`src/rtl/sprite_pkg.sv`:
```
// Shared definitions for the sprite blitter: FSM encoding and screen/colour-key defaults.
package sprite_pkg;

  typedef enum logic [1:0] {
    ST_IDLE  = 2'd0,
    ST_LOAD  = 2'd1,
    ST_SCAN  = 2'd2,
    ST_DRAIN = 2'd3
  } state_e;

  localparam logic [8:0] TRANSPARENT_DEF = 9'h12E;
  localparam int         SCREEN_W_DEF    = 160;
  localparam int         SCREEN_H_DEF    = 120;

endpackage

```
`src/rtl/sprite_addr_gen.sv`:
```
// Row/column walker for one sprite: produces the address and coordinates of the
// next pixel to issue (combinationally) and flags when the current pixel is the last.
module sprite_addr_gen #(
  parameter int DIM_W  = 6,
  parameter int ADDR_W = 14
) (
  input  logic              clk_i,
  input  logic              rst_i,
  input  logic              load_i,
  input  logic              step_i,
  input  logic [DIM_W-1:0]  width_i,
  input  logic [DIM_W-1:0]  height_i,
  input  logic              flip_x_i,
  input  logic              flip_y_i,
  input  logic [ADDR_W-1:0] frame_base_i,
  output logic [ADDR_W-1:0] addr_o,
  output logic [DIM_W-1:0]  ncol_o,
  output logic [DIM_W-1:0]  nrow_o,
  output logic              last_o
);

  logic [DIM_W-1:0]  col_q, col_d;
  logic [DIM_W-1:0]  row_q, row_d;
  logic [ADDR_W-1:0] rb_q, rb_d;
  logic [ADDR_W-1:0] w_a, h_a;

  assign w_a = ADDR_W'(width_i);
  assign h_a = ADDR_W'(height_i);

  always_comb begin
    col_d = col_q;
    row_d = row_q;
    rb_d  = rb_q;
    if (load_i) begin
      col_d = '0;
      row_d = '0;
      rb_d  = frame_base_i + (flip_y_i ? (h_a - ADDR_W'(1)) * w_a : '0);
    end else if (step_i) begin
      if (col_q == width_i - DIM_W'(1)) begin
        col_d = '0;
        row_d = row_q + DIM_W'(1);
        // A vertically mirrored sprite walks its rows backwards through memory.
        rb_d  = flip_y_i ? rb_q - w_a : rb_q + w_a;
      end else begin
        col_d = col_q + DIM_W'(1);
      end
    end
  end

  assign addr_o = rb_d + (flip_x_i ? w_a - ADDR_W'(1) - ADDR_W'(col_d) : ADDR_W'(col_d));
  assign ncol_o = col_d;
  assign nrow_o = row_d;
  assign last_o = (col_q == width_i - DIM_W'(1)) && (row_q == height_i - DIM_W'(1));

  always_ff @(posedge clk_i) begin
    if (rst_i) begin
      col_q <= '0;
      row_q <= '0;
      rb_q  <= '0;
    end else begin
      col_q <= col_d;
      row_q <= row_d;
      rb_q  <= rb_d;
    end
  end

endmodule

```
`src/rtl/sprite_blitter.sv`:
```
// Sprite-to-framebuffer engine: streams one sprite-memory address per cycle and
// emits a plot strobe for every visible, opaque, on-screen pixel as its data returns.
module sprite_blitter
  import sprite_pkg::*;
#(
  parameter int X_W      = 8,
  parameter int Y_W      = 7,
  parameter int COLOR_W  = 9,
  parameter int DIM_W    = 6,
  parameter int ANIM_W   = 3,
  parameter int ADDR_W   = 14,
  parameter int MEM_LAT  = 1,
  parameter int SCREEN_W = SCREEN_W_DEF,
  parameter int SCREEN_H = SCREEN_H_DEF,
  parameter logic [COLOR_W-1:0] TRANSPARENT = COLOR_W'(TRANSPARENT_DEF)
) (
  input  logic               Clock,
  input  logic               Reset,
  input  logic               Start,
  input  logic [X_W-1:0]     Xin,
  input  logic [Y_W-1:0]     Yin,
  input  logic [DIM_W-1:0]   Width,
  input  logic [DIM_W-1:0]   Height,
  input  logic [ANIM_W-1:0]  AnimStep,
  input  logic               FlipX,
  input  logic               FlipY,
  input  logic [2:0]         Sprite,
  input  logic [COLOR_W-1:0] DataIn,
  output logic [2:0]         MemSel,
  output logic [ADDR_W-1:0]  Address,
  output logic [X_W-1:0]     Xout,
  output logic [Y_W-1:0]     Yout,
  output logic [COLOR_W-1:0] Color,
  output logic               Plot,
  output logic               Busy,
  output logic               Done,
  output logic [1:0]         dbg_state_o
);

  localparam int DRN_W = (MEM_LAT > 1) ? $clog2(MEM_LAT) : 1;

  state_e             state_q;
  logic [X_W-1:0]     x_q;
  logic [Y_W-1:0]     y_q;
  logic [DIM_W-1:0]   w_q, h_q;
  logic [ANIM_W-1:0]  anim_q;
  logic               fx_q, fy_q;
  logic [2:0]         memsel_q;
  logic [ADDR_W-1:0]  addr_q;
  logic               busy_q, done_q;
  logic [DRN_W-1:0]   drain_q;

  // Stage 0 is aligned with Address; stage MEM_LAT is aligned with DataIn.
  logic               vld_q [0:MEM_LAT];
  logic [X_W:0]       xs_q  [0:MEM_LAT];
  logic [Y_W:0]       ys_q  [0:MEM_LAT];

  logic               gen_load, gen_step, gen_last;
  logic [ADDR_W-1:0]  gen_addr, frame_base;
  logic [DIM_W-1:0]   gen_col, gen_row;

  assign frame_base = ADDR_W'(anim_q) * ADDR_W'(w_q) * ADDR_W'(h_q);
  assign gen_load   = (state_q == ST_LOAD) && (w_q != '0) && (h_q != '0);
  assign gen_step   = (state_q == ST_SCAN) && !gen_last;

  sprite_addr_gen #(.DIM_W(DIM_W), .ADDR_W(ADDR_W)) u_addr_gen (
    .clk_i        (Clock),
    .rst_i        (Reset),
    .load_i       (gen_load),
    .step_i       (gen_step),
    .width_i      (w_q),
    .height_i     (h_q),
    .flip_x_i     (fx_q),
    .flip_y_i     (fy_q),
    .frame_base_i (frame_base),
    .addr_o       (gen_addr),
    .ncol_o       (gen_col),
    .nrow_o       (gen_row),
    .last_o       (gen_last)
  );

  always_ff @(posedge Clock) begin
    if (Reset) begin
      state_q  <= ST_IDLE;
      x_q      <= '0;
      y_q      <= '0;
      w_q      <= '0;
      h_q      <= '0;
      anim_q   <= '0;
      fx_q     <= 1'b0;
      fy_q     <= 1'b0;
      memsel_q <= '0;
      addr_q   <= '0;
      busy_q   <= 1'b0;
      done_q   <= 1'b0;
      drain_q  <= '0;
      for (int i = 0; i <= MEM_LAT; i++) begin
        vld_q[i] <= 1'b0;
        xs_q[i]  <= '0;
        ys_q[i]  <= '0;
      end
    end else begin
      done_q   <= 1'b0;
      vld_q[0] <= gen_load | gen_step;
      xs_q[0]  <= {1'b0, x_q} + (X_W+1)'(gen_col);
      ys_q[0]  <= {1'b0, y_q} + (Y_W+1)'(gen_row);
      for (int i = 1; i <= MEM_LAT; i++) begin
        vld_q[i] <= vld_q[i-1];
        xs_q[i]  <= xs_q[i-1];
        ys_q[i]  <= ys_q[i-1];
      end
      if (gen_load | gen_step) addr_q <= gen_addr;

      case (state_q)
        ST_IDLE: begin
          if (Start) begin
            x_q      <= Xin;
            y_q      <= Yin;
            w_q      <= Width;
            h_q      <= Height;
            anim_q   <= AnimStep;
            fx_q     <= FlipX;
            fy_q     <= FlipY;
            memsel_q <= Sprite;
            busy_q   <= 1'b1;
            state_q  <= ST_LOAD;
          end
        end
        ST_LOAD: begin
          if ((w_q == '0) || (h_q == '0)) begin
            busy_q  <= 1'b0;
            done_q  <= 1'b1;
            state_q <= ST_IDLE;
          end else begin
            state_q <= ST_SCAN;
          end
        end
        ST_SCAN: begin
          if (gen_last) begin
            drain_q <= '0;
            done_q  <= (MEM_LAT == 1);
            state_q <= ST_DRAIN;
          end
        end
        ST_DRAIN: begin
          // Done is raised on entry to the final drain cycle, alongside the last plot.
          if (drain_q == DRN_W'(MEM_LAT - 1)) begin
            busy_q  <= 1'b0;
            state_q <= ST_IDLE;
          end else begin
            drain_q <= drain_q + DRN_W'(1);
            done_q  <= (int'(drain_q) + 2 == MEM_LAT);
          end
        end
        default: state_q <= ST_IDLE;
      endcase
    end
  end

  assign MemSel      = memsel_q;
  assign Address     = addr_q;
  assign Busy        = busy_q;
  assign Done        = done_q;
  assign dbg_state_o = state_q;
  assign Xout        = xs_q[MEM_LAT][X_W-1:0];
  assign Yout        = ys_q[MEM_LAT][Y_W-1:0];
  assign Color       = DataIn;
  assign Plot        = vld_q[MEM_LAT] && (DataIn != TRANSPARENT) &&
                       (xs_q[MEM_LAT] < (X_W+1)'(SCREEN_W)) &&
                       (ys_q[MEM_LAT] < (Y_W+1)'(SCREEN_H));

endmodule

```
`config.mk`:
```
export PLATFORM = sky130hd
export DESIGN_NAME = sprite_blitter
export DESIGN_NICKNAME = d
export VERILOG_FILES = /design/src/rtl/sprite_pkg.sv /design/src/rtl/sprite_addr_gen.sv /design/src/rtl/sprite_blitter.sv
export SDC_FILE = /design/constraint.sdc
export NUM_CORES = 1
export LEC_CHECK = 0
export BUFFER_PORTS_ARGS = -buffer_cell sky130_fd_sc_hd__buf_2
export CAP_MARGIN = 20
export CORE_UTILIZATION = 40
export CTS_BUF_LIST = sky130_fd_sc_hd__clkbuf_4 sky130_fd_sc_hd__clkbuf_8
export DETAILED_ROUTE_END_ITERATION = 16
export GPL_ROUTABILITY_DRIVEN = 0
export SYNTH_ARGS = -nofsm -noshare
export SYNTH_HDL_FRONTEND = slang
export SYNTH_HIERARCHICAL = 1
export SYNTH_SLANG_ARGS = --single-unit
```
`constraint.sdc`:
```
create_clock -name Clock -period 8.3 [get_ports Clock]
set_input_delay 0.83 -clock Clock [delete_from_list [all_inputs] [get_ports Clock]]
set_output_delay 0.83 -clock Clock [all_outputs]
set_load 0.02 [all_outputs]
```
# After elaboration in Yosys (flattened, before gate mapping)
# Memory sizes are Yosys's and may differ from the RTL's.
# Cells that the tools add are included.
[word_totals]
output_inout_bits = 46
reg_bits = 80
mem_count = 3
ram_bits = 36
wordCells = 114
in_bits = 47
[mem_list]
columns = ["name", "words", "word_bits", "read_ports", "rd_ports_with_merged_regs", "wr", "line", "rtl"]
rows = [
  ["xs_q", 2, 9, 2, 0, 2, "sprite_blitter.sv:55", "logic [X_W:0] xs_q [0:MEM_LAT];"],
  ["ys_q", 2, 8, 2, 0, 2, "sprite_blitter.sv:56", "logic [Y_W:0] ys_q [0:MEM_LAT];"],
  ["vld_q", 2, 1, 2, 0, 2, "sprite_blitter.sv:54", "logic vld_q [0:MEM_LAT];"],
]
[op_classes]
n_bitwise = 7
multipliers = 3
n_eq_ne = 11
add_sub_neg = 15
reduce_logical = 20
n_mux = 37
order_cmp = 2
[ops]
columns = ["cell", "n"]
rows = [
  ["14-bit two-way mux", 6],
  ["6-bit two-way mux", 6],
  ["14-bit adder", 2],
  ["14-bit by 6-bit subtractor with 14-bit output", 2],
  ["9-bit two-way mux", 2],
  ["8-bit two-way mux", 2],
  ["14-bit by 6-bit adder with 14-bit output", 1],
  ["14-bit by 6-bit multiplier with 14-bit output", 1],
  ["9-bit by 6-bit multiplier with 14-bit output", 1],
  ["6-bit by 1-bit subtractor with 7-bit output (second input constant)", 2],
  ["1-bit two-way mux", 13],
  ["6-bit by 1-bit adder with 6-bit output (second input constant)", 2],
  ["6-bit == test", 2],
  ["6-bit logical NOT", 2],
  ["6-bit nonzero test", 2],
  ["6-bit by 1-bit subtractor with 6-bit output (second input constant)", 2],
  ["8-bit by 6-bit adder with 9-bit output", 1],
  ["9-bit by 8-bit less-than comparator with 1-bit output (second input constant)", 1],
  ["3-bit by 6-bit multiplier with 9-bit output", 1],
  ["9-bit != test (second input constant)", 1],
  ["7-bit by 6-bit adder with 8-bit output", 1],
  ["8-bit by 7-bit less-than comparator with 1-bit output (second input constant)", 1],
  ["2-bit two-way mux", 4],
  ["2-bit one-hot mux with 4 select lines", 1],
  ["19 further kinds", 36],
]

# Longest topological paths before layout
# Gate-level depths: netlist of run 1.
[depth]
depth_word = 10
depth_mapped = 38
depth_no_buf = 37

# By module
# Netlist of run 1, hierarchy kept.
[modules_own_cells]
columns = ["module", "cells_per_inst", "seq_area_each_um2", "area_each_um2", "n_inst"]
rows = [
  ["sprite_blitter", 690, 1781.7, 5910.7, 1],
  ["sprite_addr_gen", 696, 520.5, 5492.8, 1],
]

# Least setup slack after synthesis of run 1
# Ideal clock, no wire load.
[synth_timing]
path_type = "reg2reg"
start = "register w_q[0]"
end = "register addr_q[13], in the netlist Address[13]"
setup_time_ns = 0.128
synth_period_minus_slack_ns = 7.548
t_required_ns = 8.172
stages_incl_launch_ff = 39
path_slack_ns = 0.752
t_arrival_ns = 7.420
n_path_buf = 1
path_cell_list = "dfxtp_1 > buf_2 > nand2_1 > fa_1 > inv_1 > ha_1 > inv_1 > fa_1 > nor2b_1 > o31ai_1 > a21boi_1 > nand2_1 > fa_1 > inv_1 > fa_1 > inv_1 > fa_1 > inv_1 > [... 3 more ...] > xor2_1 > ha_1 > a21o_1 > a21o_1 > nor3_1 > a21oi_1 > xor2_1 > nand2_1 > o21ai_1 > ha_1 > or2_2 > o31ai_1 > a21oi_1 > nor4b_1 > nor3_1 > xnor2_1 > mux2i_1 > nor2_1"
[synth_between]
elab_cells_between_ends = 27
cone_classes = "add/sub (7); mul (3); eq/ne (1); mux (9); bitwise (1); reduce/logical (6)"
[synth_lines]
columns = ["element", "line", "rtl"]
rows = [
  ["start, declared", "sprite_blitter.sv:45", "logic [DIM_W-1:0] w_q, h_q;"],
  ["start signal, assigned", "sprite_blitter.sv:119", "w_q <= Width;"],
  ["3-bit by 6-bit multiplier with 9-bit output", "sprite_blitter.sv:62", "assign frame_base = ADDR_W'(anim_q) * ADDR_W'(w_q) * ADDR_W'(h_q);"],
  ["9-bit by 6-bit multiplier with 14-bit output", "sprite_blitter.sv:62", ""],
  ["via frame_base[8]", "sprite_blitter.sv:59", "logic [ADDR_W-1:0] gen_addr, frame_base;"],
  ["14-bit adder", "sprite_addr_gen.sv:37", "rb_d = frame_base_i + (flip_y_i ? (h_a - ADDR_W'(1)) * w_a : '0);"],
  ["14-bit two-way mux", "sprite_addr_gen.sv:34", "if (load_i) begin"],
  ["via u_addr_gen.rb_d[10]", "sprite_addr_gen.sv:24", "logic [ADDR_W-1:0] rb_q, rb_d;"],
  ["14-bit adder", "sprite_addr_gen.sv:50", "assign addr_o = rb_d + (flip_x_i ? w_a - ADDR_W'(1) - ADDR_W'(col_d) : ADDR_W'(col_d));"],
  ["via gen_addr[13]", "sprite_blitter.sv:59", ""],
  ["end signal, assigned", "sprite_blitter.sv:112", "if (gen_load | gen_step) addr_q <= gen_addr;"],
  ["end, declared", "sprite_blitter.sv:49", "logic [ADDR_W-1:0] addr_q;"],
]
# The timed path passes the listed nets, and every way through them passes these cells.
# A chain may end at the register's enable or synchronous reset.

# Worst setup path in the final report of run 1
[layout_timing]
start = "register anim_q[0]"
end = "register addr_q[13], in the netlist Address[13]"
[layout_between]
elab_chain_cells = 5
[layout_rtl]
columns = ["element", "line", "rtl"]
rows = [
  ["start, declared", "sprite_blitter.sv:46", "logic [ANIM_W-1:0] anim_q;"],
  ["start signal, assigned", "sprite_blitter.sv:121", "anim_q <= AnimStep;"],
  ["3-bit by 6-bit multiplier with 9-bit output", "sprite_blitter.sv:62", ""],
  ["9-bit by 6-bit multiplier with 14-bit output", "sprite_blitter.sv:62", ""],
  ["via frame_base[8]", "sprite_blitter.sv:59", ""],
  ["14-bit adder", "sprite_addr_gen.sv:37", ""],
  ["14-bit two-way mux", "sprite_addr_gen.sv:34", ""],
  ["via u_addr_gen.rb_d[10]", "sprite_addr_gen.sv:24", ""],
  ["14-bit adder", "sprite_addr_gen.sv:50", ""],
  ["via gen_addr[13]", "sprite_blitter.sv:59", ""],
]
# The timed path passes the listed nets, and every way through them passes these cells.

==> summary.md, run 1 <==
| Metric | Value |
|---|---|
| Maximum frequency from static timing analysis | `0.128 GHz` |
| Maximum level of the CTS H-tree | `4` |
| Number of enable-type register cells in the synthesized netlist | `0` |
| Chip Width | `171 µm` |
| Final count of hold timing violations | `0` |
| Worst EP arrival | `8.11 ns` |
| Largest stage delay on the critical path | `0.53 ns` |
| Crit path from | `anim_q[0]` |
| IO Count | `93` |
| Min-Delay Startpoint | `xs_q[0][3]` |
| Final ANT Viol Nets | `0` |
| Core region area | `0.0279 mm²` |
| Final standard cell utilization of the core | `45.0%` |
| Path type of the worst setup path | `flip-flop to flip-flop` |
| Max Transition Viols Final | `0` |
| Clock share of power | `30.7%` |
| Class of the most critical hold timing path | `flip-flop to flip-flop` |
| Final wirelength | `26200 µm` |
| Detailed-route DRC error count | `0` |
| Synth warn | `6` |
| Net Sw Frac | `37.5%` |
| IR Drop Worst-Case VDD | `0.000118 V` |
| Sequential element share of the synthesized area | `20.2%` |
| Maximum fanout count along the critical path | `12` |
| Via count of the routed design | `9211` |
| FFs w/ async S/R, synth | `0%` |
| Critical path startpoint category | `flip-flop` |
| Number of sinks driven by the clock tree | `115` |
| Normalized max-slew margin | `43.4%` |
| Total CTS buffers | `17` |
| Total power draw | `1.81 mW` |
| Overall fraction of global-route tracks in use | `18.6%` |
| Pin count of the biggest net entering global routing | `72` |
| Syn Nets | `1628` |
| Final TNS setup | `0 ns` |
| Fraction of layout instances using a drive strength above 1 | `12.0%` |
| Number of synthesized register bits | `115` |
| P&R area growth vs syn | `10.3%` |
| Final setup violation count | `0` |
| Switching power | `680 µW` |
| Worst setup timing slack at the placement stage | `0.122 ns` |
| DR vias/cell | `5.01` |
| Max Clock Skew | `0.0201 ns` |
| Maximum number of buffers from clock root to sink | `2` |
| DR WL/cell | `14.2 µm` |
| Required time of the critical path | `8.60 ns` |
| CP max-delay cell | `fa_1` |
| Internal power summed over all cells | `1.13 mW` |
| Iteration count of the initial detailed-routing pass | `5` |
| Startpoint of the worst-slack reg-to-reg timing path | `anim_q[0]` |
| Cell chosen for the clock root | `clkbuf_8` |
| Cell count after synthesis | `1386` |
| Top flip-flop cell by instance count after synthesis | `dfxtp_1` |
| Clock tree from TritonCTS | `yes` |
| Rows | `61` |
| Final worst-path setup slack | `0.492 ns` |
| Die Outline Area | `0.0292 mm²` |
| Final cycle utilization of the critical path | `94.1%` |
| Power density over the cells | `144 mW/mm²` |
| Vias in the first global route | `8850` |
| Max capacitance violation total | `0` |
| Input/output buffers | `92` |
| Endpoint class of the critical path | `flip-flop` |
| Overflow left after global routing | `0` |
| Final nets | `1689` |
| Number of antenna cells inserted | `0` |
| Clk slew on worst S/H paths | `0.09 ns` |
| Power share of the combinational group | `36.1%` |
| Clock latency at the later pin of the worst-skew pair | `0.45 ns` |
| Leakage power figure | `6.10 nW` |
| Chip height | `171 µm` |
| Half-perimeter wire length after detailed placement | `20300 µm` |
| Initial antenna violation count | `0` |
| Post-cts hold buffer count | `0` |
| Tightest Pin Transition | `0.845 ns` |
| Starting Density | `40.8%` |
| Wire length of the first global-routing pass | `43400 µm` |
| 1st-iter DRT viols | `455` |
| Synth unique cells | `76` |
| Flop pwr share | `33.2%` |
| Synthesized area | `0.0114 mm²` |
| Status | `completed` |
| Minimum period implied by the final worst setup slack | `7.81 ns` |
| Post-Syn Area per Cell | `8.23 µm²` |
[cells in the final DEF (no fill, tap or decap), drive strengths merged, types with 28 or more instances in the layout]
cell type,synthesis,routed
ha,125,125
a21oi,93,93
fa,70,70
nor2b,59,59
xnor2,54,54
mux2i,28,28
nand2,156,156
o21ai,43,43
dfxtp,115,115
and2,48,48
buf,33,116
inv,147,156
nor2,94,94
xor2,38,38
[cell usage after synthesis, drive strengths merged (5+ instances only)]
cell / instances / area [µm²]
nand2b: 22 / 138
nand2: 156 / 588
xnor2: 54 / 473
buf: 33 / 243
a31oi: 14 / 87.6
nor2: 94 / 379
a211oi: 12 / 90.1
nor2b: 59 / 369
o21ai: 43 / 215
and2: 48 / 300
or3: 6 / 37.5
xor2: 38 / 333
o21bai: 5 / 37.5
inv: 147 / 552
a21oi: 93 / 465
nor3b: 17 / 144
nand4: 12 / 90.1
and3: 10 / 62.6
fa: 70 / 1400
ha: 125 / 1560
dfxtp: 115 / 2300
o31ai: 5 / 37.5
a21o: 21 / 158
mux2i: 28 / 280
clkbuf: 41 / 154
nand3: 21 / 105
nor3: 24 / 130
o311ai: 8 / 70.1
o21a: 7 / 52.6
nand3b: 7 / 52.6
[logic make-up after synthesis]
logic type / Yosys count / share of synthesized area (%)
AND/OR/NAND/NOR: 499 / 23.0
AO/OA/AOI/OAI: 234 / 12.7
multiplexers: 28 / 2.46
flip-flops: 115 / 20.2
adder cells (fa/ha/maj): 195 / 26.0
XOR/XNOR: 93 / 7.26
buffers and inverters: 222 / 8.35
[power groups by stage]
| stage | Clock (mW) | Combinational, mW | Sequential [mW] |
|---|---|---|---|
| after floorplan | 0 | 0.501 | 0.618 |
| after global placement | 0 | 0.642 | 0.614 |
| after detailed placement | 0 | 0.654 | 0.615 |
| after CTS | 0.572 | 0.658 | 0.602 |
| after global routing | 0.595 | 0.746 | 0.606 |
| final | 0.557 | 0.655 | 0.602 |
[per-stage QoR]
step	cell area (µm²)	hold slack, ns	cells
2_1_floorplan	11400	0.414	1386
3_3_place_gp	12100	0.418	1805
3_5_place_dp	12100	0.425	1805
4_1_cts	12500	0.445	1837
5_1_grt	12600	0.439	1838
6_report	12600	0.442	1838
[repair_timing]
item | in CTS | in global routing
setup buffers | 0 | 1
setup endpoints to repair | 0 | 3
gates resized for setup | 0 | 14
[final timing paths]
kind / endpoint / cells past startpoint / slack (ns)
min: xs_q[0][12] / 1 / 0.44
max reg2reg: Address[13] / 37 / 0.49
min reg2reg: xs_q[0][12] / 1 / 0.44
max: Address[13] / 37 / 0.49
[critical path: cells and delay by family (launching register included)]
| family | cells | cell delay, ns |
|---|---|---|
| DFF | 1 | 0.41 |
| buffers and inverters | 5 | 0.28 |
| xor gates and xnor gates | 3 | 0.46 |
| and+or+nand+nor | 10 | 1.46 |
| AOI/OAI and AO/OA | 9 | 1.29 |
| muxes | 1 | 0.12 |
| adders and majority gates | 9 | 3.62 |
[layer usage]
layer / up-vias / routed length (µm) / global-route usage, %
met2: 137 / 12000 / 30.5
met4: 0 / 186 / 3.92
li1: 4716 / - / -
met3: 13 / 860 / 2.73
met5: - / 0 / 0
met1: 4345 / 13100 / 25.7
[cell type report]
cell class                      count  area (µm²)
Clock inverter                     14         169
Sequential cell                   115        2310
Multi-Input combinational cell   1049        8190
Timing Repair Buffer              116         643
Fill cell                        2860       15400
Inverter                          148         556
Clock buffer                       18         241
Tap cell                          378         473
[flip-flops by register name, summed over array words and instances, names as in the netlist, 7 cells and up, named ones only]
signal,flops
Address,14
ys_q,16
xs_q,18
u_addr_gen/rb_q,14
y_q,7
x_q,8
Power figures use the tool's default switching activity.
==> run 2, diff against run 1 <==
Settings changed: REMOVE_ABC_BUFFERS set to 1.
==> summary.md, run 2 (synthesized netlist as in run 1, its figures left out) <==
| Metric | Value |
|---|---|
| Clk slew on worst S/H paths | `0.08 ns (about the same)` |
| Input/output buffers | `92 (unchanged)` |
| Die Outline Area | `0.0292 mm² (unchanged)` |
| Path type of the worst setup path | `flip-flop to flip-flop` |
| Largest register FFs | `18 (unchanged)` |
| Status | `completed` |
| IR Drop Worst-Case VDD | `0.000169 V (+43%)` |
| Cell count of the worst hold path | `1 (unchanged)` |
| Half-perimeter wire length after detailed placement | `20000 µm (-1.3%)` |
| Minimum period implied by the final worst setup slack | `7.67 ns (-0.134 ns)` |
| Final worst-path setup slack | `0.627 ns (+0.134 ns)` |
| Top library cells by usage in the layout, fill and taps aside | `155 x nand2_1, 146 x inv_1, 124 x ha_1` |
| Worst hold endpoint | `xs_q[0][9]` |
| 1st-iter DRT viols | `433 (-4.8%)` |
| DR vias/cell | `5.00 (-0.17%)` |
| Internal power summed over all cells | `1.15 mW (+1.5%)` |
| Iteration count of the initial detailed-routing pass | `6 (+1)` |
| P&R area growth vs syn | `10.2% (about the same)` |
| Flop pwr share | `33.1% (about the same)` |
| Final setup violation count | `0 (unchanged)` |
| Total power draw | `1.82 mW (+0.18%)` |
| Setup Buffers After CTS | `0 (unchanged)` |
| Cell chosen for the clock root | `clkbuf_8` |
| Vias in the first global route | `9046 (+2.2%)` |
| Max capacitance violation total | `0 (unchanged)` |
| Chip Width | `171 µm (unchanged)` |
| Pin count of the biggest net entering global routing | `64 (-11%)` |
| Number of sinks driven by the clock tree | `115 (unchanged)` |
| Endpoint class of the critical path | `flip-flop` |
| Final ANT Viol Nets | `0 (unchanged)` |
| Register bank with the most flops | `xs_q` |
| Overall fraction of global-route tracks in use | `18.8% (+0.26 points)` |
| Final wirelength | `26100 µm (-0.24%)` |
| Fraction of layout instances using a drive strength above 1 | `11.9% (-0.11 points)` |
| Top flop regs | `xs_q: 18 flops, ys_q: 16 flops` |
| Overflow left after global routing | `0 (unchanged)` |
| Net Sw Frac | `36.6% (-0.82 points)` |
| Required time of the critical path | `8.61 ns (about the same)` |
| Detailed-route DRC error count | `0 (unchanged)` |
| Largest stage delay on the critical path | `0.59 ns (+0.06 ns)` |
| Post-cts hold buffer count | `0 (unchanged)` |
| Final nets | `1687 (-0.12%)` |
| Initial antenna violation count | `1 (+1)` |
| Final cycle utilization of the critical path | `92.5% (-1.6 points)` |
| Tightest Pin Transition | `0.803 ns (-0.0416 ns)` |
| Min-Delay Startpoint | `xs_q[0][0]` |
| Maximum frequency from static timing analysis | `0.130 GHz (+1.7%)` |
| Leakage power figure | `6.09 nW (about the same)` |
| Maximum number of buffers from clock root to sink | `2 (unchanged)` |
| Max Transition Viols Final | `0 (unchanged)` |
| Normalized max-slew margin | `46.4% (+3.0 points)` |
| Most frequent standard cell in the layout excluding fill and tap cells | `nand2_1` |
| Worst reg-to-reg setup slack | `0.63 ns (+0.13 ns)` |
| Class of the most critical hold timing path | `flip-flop to flip-flop` |
| Path depth of the worst reg2reg path | `36 (-2.7%)` |
| Via count of the routed design | `9180 (-0.34%)` |
| IO Count | `93 (unchanged)` |
| Core region area | `0.0279 mm² (unchanged)` |
| Clock latency at the later pin of the worst-skew pair | `0.44 ns (about the same)` |
| Clock tree from TritonCTS | `yes` |
| Number of antenna cells inserted | `0 (unchanged)` |
| Total CTS buffers | `17 (unchanged)` |
| Power density over the cells | `145 mW/mm² (+0.26%)` |
| CTS resizes | `0 (unchanged)` |
| Number of standard cells in the layout, taps in and fillers out | `1835 (-0.16%)` |
| Rows | `61 (unchanged)` |
| Clock share of power | `30.8% (about the same)` |
| Max Clock Skew | `0.0263 ns (+0.00621 ns)` |
| Starting Density | `40.8% (unchanged)` |
| DR WL/cell | `14.2 µm (about the same)` |
| Final count of hold timing violations | `0 (unchanged)` |
| Unrepaired setup endpoints after global routing | `false` |
| Startpoint of the worst-slack reg-to-reg timing path | `anim_q[0]` |
| Final TNS setup | `0 ns (unchanged)` |
| Maximum fanout count along the critical path | `12 (unchanged)` |
| Cell count after placement | `1804 (-0.055%)` |
| Power share of the combinational group | `36.1% (about the same)` |
| Worst setup timing slack at the placement stage | `0.174 ns (+0.0514 ns)` |
| Switching power | `666 µW (-2.0%)` |
| Chip height | `171 µm (unchanged)` |
| Worst EP arrival | `7.98 ns (-0.13 ns)` |
| CP max-delay cell | `fa_1` |
| Wire length of the first global-routing pass | `44200 µm (+2.0%)` |
| R2R Path End | `Address[13]` |
| Final standard cell utilization of the core | `45.0% (about the same)` |
| Critical path startpoint category | `flip-flop` |
| Maximum level of the CTS H-tree | `4 (unchanged)` |
-- run 2: cell count changes in the layout (fill, tap and decap cells not counted), moves of 2 or more --
cell and delta:
o21ai_1 +2, clkinv_4 +4, buf_4 -2, inv_8 -3, inv_6 -3
-- run 2: metal layers --
layer	GRT usage, %	vias to the layer above	share of wire (%)
met4	4.31	2	0.74
met3	2.64	16	3.5
met1	25.9	4284	50
met5	0	-	0.050
li1	-	4712	-
met2	31.1	166	46
-- run 2: per-stage QoR --
step	cell area [µm²]	hold WS [ns]
CTS	12500	0.440
finish	12600	0.438
detailed placement	12100	0.422
global placement	12100	0.416
floorplan	11000	0.414
global route	12600	0.453
-- run 2: critical path, delay by kind of cell (launching register included) --
kind	cells	cell delay (ns)
AO/OA/AOI/OAI	11	1.60
XOR/XNOR	3	0.45
adder cells (fa/ha/maj)	8	3.39
buffers and inverters	4	0.20
flip-flops	1	0.42
multiplexers	2	0.31
AND/OR/NAND/NOR	8	1.17
-- run 2: worst max-delay path by stage --
stage               depth (start not counted)  startpoint          end
detailed placement                         37   anim_q[0]  Address[13]
floorplan                                  36      w_q[3]  Address[13]
CTS                                        37   anim_q[0]  Address[13]
finish                                     36   anim_q[0]  Address[13]
global route                               36   anim_q[0]  Address[13]
global placement                           37   anim_q[0]  Address[13]
-- run 2: power by group through the flow --
stage	Sequential (mW)	Clock (mW)	Combinational, mW
2_1_floorplan	0.629	0	0.466
3_3_place_gp	0.613	0	0.644
3_5_place_dp	0.614	0	0.654
4_1_cts	0.601	0.584	0.659
5_1_grt	0.606	0.602	0.745
6_report	0.602	0.560	0.656
-- run 2: area by class of cell --
class                           count  area, µm²
Sequential cell                   115       2310
Inverter                          148        556
Clock inverter                     14        179
Clock buffer                       17        234
Tap cell                          378        473
Timing Repair Buffer              114        628
Fill cell                        2829      15400
Multi-Input combinational cell   1049       8190
==> run 3, diff against run 2 <==
Settings changed: CORE_MARGIN set to 2.
==> summary.md, run 3 (synthesized netlist as in run 1, its figures left out) <==
| Metric | Value |
|---|---|
| Status | `completed` |
| Path depth of the worst reg2reg path | `36 (unchanged)` |
| Overflow left after global routing | `0 (unchanged)` |
| WHS | `0.437 ns (-0.000671 ns)` |
| Iteration count of the initial detailed-routing pass | `6 (unchanged)` |
| IR Drop Worst-Case VDD | `0.000160 V (-5.2%)` |
| 1st-iter DRT viols | `465 (+7.4%)` |
| Starting Density | `40.8% (unchanged)` |
| Vias in the first global route | `9130 (+0.93%)` |
| Rows | `61 (unchanged)` |
| CP max-delay cell | `fa_1` |
| Cell count after placement | `1803 (-0.055%)` |
| DR WL/cell | `14.1 µm (-0.97%)` |
| Final count of hold timing violations | `0 (unchanged)` |
| Maximum number of buffers from clock root to sink | `2 (unchanged)` |
| Number of standard cells in the layout, taps in and fillers out | `1836 (+0.054%)` |
| Most frequent standard cell in the layout excluding fill and tap cells | `nand2_1` |
| Max Transition Viols Final | `0 (unchanged)` |
| Initial antenna violation count | `1 (unchanged)` |
| Top library cells by usage in the layout, fill and taps aside | `155 x nand2_1, 146 x inv_1, 124 x ha_1` |
| DR vias/cell | `5.01 (+0.15%)` |
| Input/output buffers | `92 (unchanged)` |
| Clk slew on worst S/H paths | `0.08 ns (about the same)` |
| Power share of the combinational group | `35.9% (-0.2 points)` |
| Switching power | `675 µW (+1.4%)` |
| Net Sw Frac | `37.3% (+0.61 points)` |
| IO Count | `93 (unchanged)` |
| Class of the most critical hold timing path | `flip-flop to flip-flop` |
| Power density over the cells | `144 mW/mm² (-0.39%)` |
| Maximum level of the CTS H-tree | `4 (unchanged)` |
| Largest stage delay on the critical path | `0.60 ns (about the same)` |
| Worst setup timing slack at the placement stage | `0.0923 ns (-0.0814 ns)` |
| Clock latency at the later pin of the worst-skew pair | `0.44 ns (about the same)` |
| Endpoint class of the critical path | `flip-flop` |
| Footprint of the flip-flops and latches | `0.00231 mm² (about the same)` |
| Minimum period implied by the final worst setup slack | `7.75 ns (+0.0759 ns)` |
| Final worst-path setup slack | `0.551 ns (-0.0759 ns)` |
| Capture point of the critical path | `Address[13]` |
| Wire length of the first global-routing pass | `44500 µm (+0.59%)` |
| Max Clock Skew | `0.0195 ns (-0.00674 ns)` |
| Number of antenna cells inserted | `0 (unchanged)` |
| Startpoint of the worst-slack reg-to-reg timing path | `anim_q[0]` |
| Met3 track demand over resource | `2.64% (about the same)` |
| Top flop regs | `xs_q: 18 flops, ys_q: 16 flops` |
| Max capacitance violation total | `0 (unchanged)` |
| Leakage power figure | `6.10 nW (+0.13%)` |
| Maximum fanout count along the critical path | `12 (unchanged)` |
| Met2 Use GR | `29.1% (-2.0 points)` |
| Detailed-route DRC error count | `0 (unchanged)` |
| Worst reg-to-reg setup slack | `0.55 ns (-0.08 ns)` |
| Critical path startpoint category | `flip-flop` |
| Core region area | `0.0279 mm² (unchanged)` |
| Clock share of power | `30.8% (about the same)` |
| Total CTS buffers | `17 (unchanged)` |
| Final nets | `1687 (unchanged)` |
| Largest register FFs | `18 (unchanged)` |
| Flop pwr share | `33.2% (about the same)` |
| Final setup violation count | `0 (unchanged)` |
| Total cell area at the placement stage | `0.0121 mm² (about the same)` |
| Grt met1 use | `24.7% (-1.2 points)` |
| Path type of the worst setup path | `flip-flop to flip-flop` |
| R2R Path End | `Address[13]` |
| Internal power summed over all cells | `1.14 mW (-1.2%)` |
| Area of the multi-input gates | `0.00820 mm² (+0.12%)` |
| Final ANT Viol Nets | `0 (unchanged)` |
| Number of sinks driven by the clock tree | `115 (unchanged)` |
| Tightest Pin Transition | `0.828 ns (+0.0246 ns)` |
| Final cycle utilization of the critical path | `93.4% (+0.91 points)` |
| Unrepaired setup endpoints after global routing | `false` |
| Clock tree from TritonCTS | `yes` |
| Half-perimeter wire length after detailed placement | `20000 µm (-0.18%)` |
| Fraction of layout instances using a drive strength above 1 | `12.0% (+0.13 points)` |
| Chip height | `173 µm (+1.2%)` |
| Register bank with the most flops | `xs_q` |
| Chip Width | `173 µm (+1.2%)` |
| Final wirelength | `25900 µm (-0.92%)` |
| Top Usage Layer GRT | `met2` |
| Overall fraction of global-route tracks in use | `17.7% (-1.1 points)` |
| Crit path from | `anim_q[0]` |
| Required time of the critical path | `8.59 ns (-0.02 ns)` |
| Final TNS setup | `0 ns (unchanged)` |
| Worst EP arrival | `8.04 ns (+0.06 ns)` |
| Final design area excluding fillers | `0.0126 mm² (+0.11%)` |
| Die Outline Area | `0.0299 mm² (+2.4%)` |
| Normalized max-slew margin | `44.7% (-1.6 points)` |
| Pin count of the biggest net entering global routing | `64 (unchanged)` |
| Cell chosen for the clock root | `clkbuf_8` |
| Via count of the routed design | `9199 (+0.21%)` |
| Total power draw | `1.81 mW (-0.28%)` |
| Final-layout fill cell count | `2803 (-0.92%)` |
| P&R area growth vs syn | `10.4%` |
| Final standard cell utilization of the core | `45.1% (+0.049 points)` |
| Maximum frequency from static timing analysis | `0.129 GHz (-0.98%)` |
-- run 3: worst max-delay path: cells and delay by family, from the launching register on --
family / cells / cell delay (ns)
muxes: 2 / 0.33
DFF: 1 / 0.41
buffers and inverters: 4 / 0.20
adders and majority gates: 8 / 3.42
and+or+nand+nor: 8 / 1.13
AOI/OAI and AO/OA: 11 / 1.63
xor gates and xnor gates: 3 / 0.46
-- run 3: layout make-up --
cell class              instances  area share (%)
clock buffers                  18            1.97
flip-flops and latches        115            18.4
inverters                     148            4.41
multi-input cells            1049            65.2
clock inverters                14            1.33
repair buffers                114            4.99
well taps                     378            3.76
-- run 3: how the worst min path moves through the flow --
stage / from / to / slack [ns] / cells after the start
2_1_floorplan: vld_q[0][0] / vld_q[0][1] / 0.41 / 1
3_3_place_gp: xs_q[0][1] / xs_q[0][10] / 0.42 / 1
3_5_place_dp: xs_q[0][8] / xs_q[0][17] / 0.42 / 1
4_1_cts: xs_q[0][8] / xs_q[0][17] / 0.44 / 1
5_1_grt: xs_q[0][8] / xs_q[0][17] / 0.45 / 1
6_report: xs_q[0][8] / xs_q[0][17] / 0.44 / 1
-- run 3: repair_timing --
action	in CTS	in global routing
resized for setup	0	18
setup endpoints to repair	0	3
setup buffers	0	1
hold buffers	0	0
-- run 3: per-layer routing --
layer	vias up	routed length, µm	part of all wire (%)
li1	4719	-	-
met1	4301	13000	50
met2	156	11700	45
met3	21	803	3.1
met4	2	269	1.0
met5	-	13	0.050
-- run 3: power by group through the flow --
stage          clock (mW)  sequential [mW]  combinational (mW)
2_1_floorplan           0            0.629               0.466
3_3_place_gp            0            0.614               0.640
3_5_place_dp            0            0.615               0.651
4_1_cts             0.577            0.602               0.655
5_1_grt             0.599            0.608               0.743
6_report            0.559            0.603               0.652
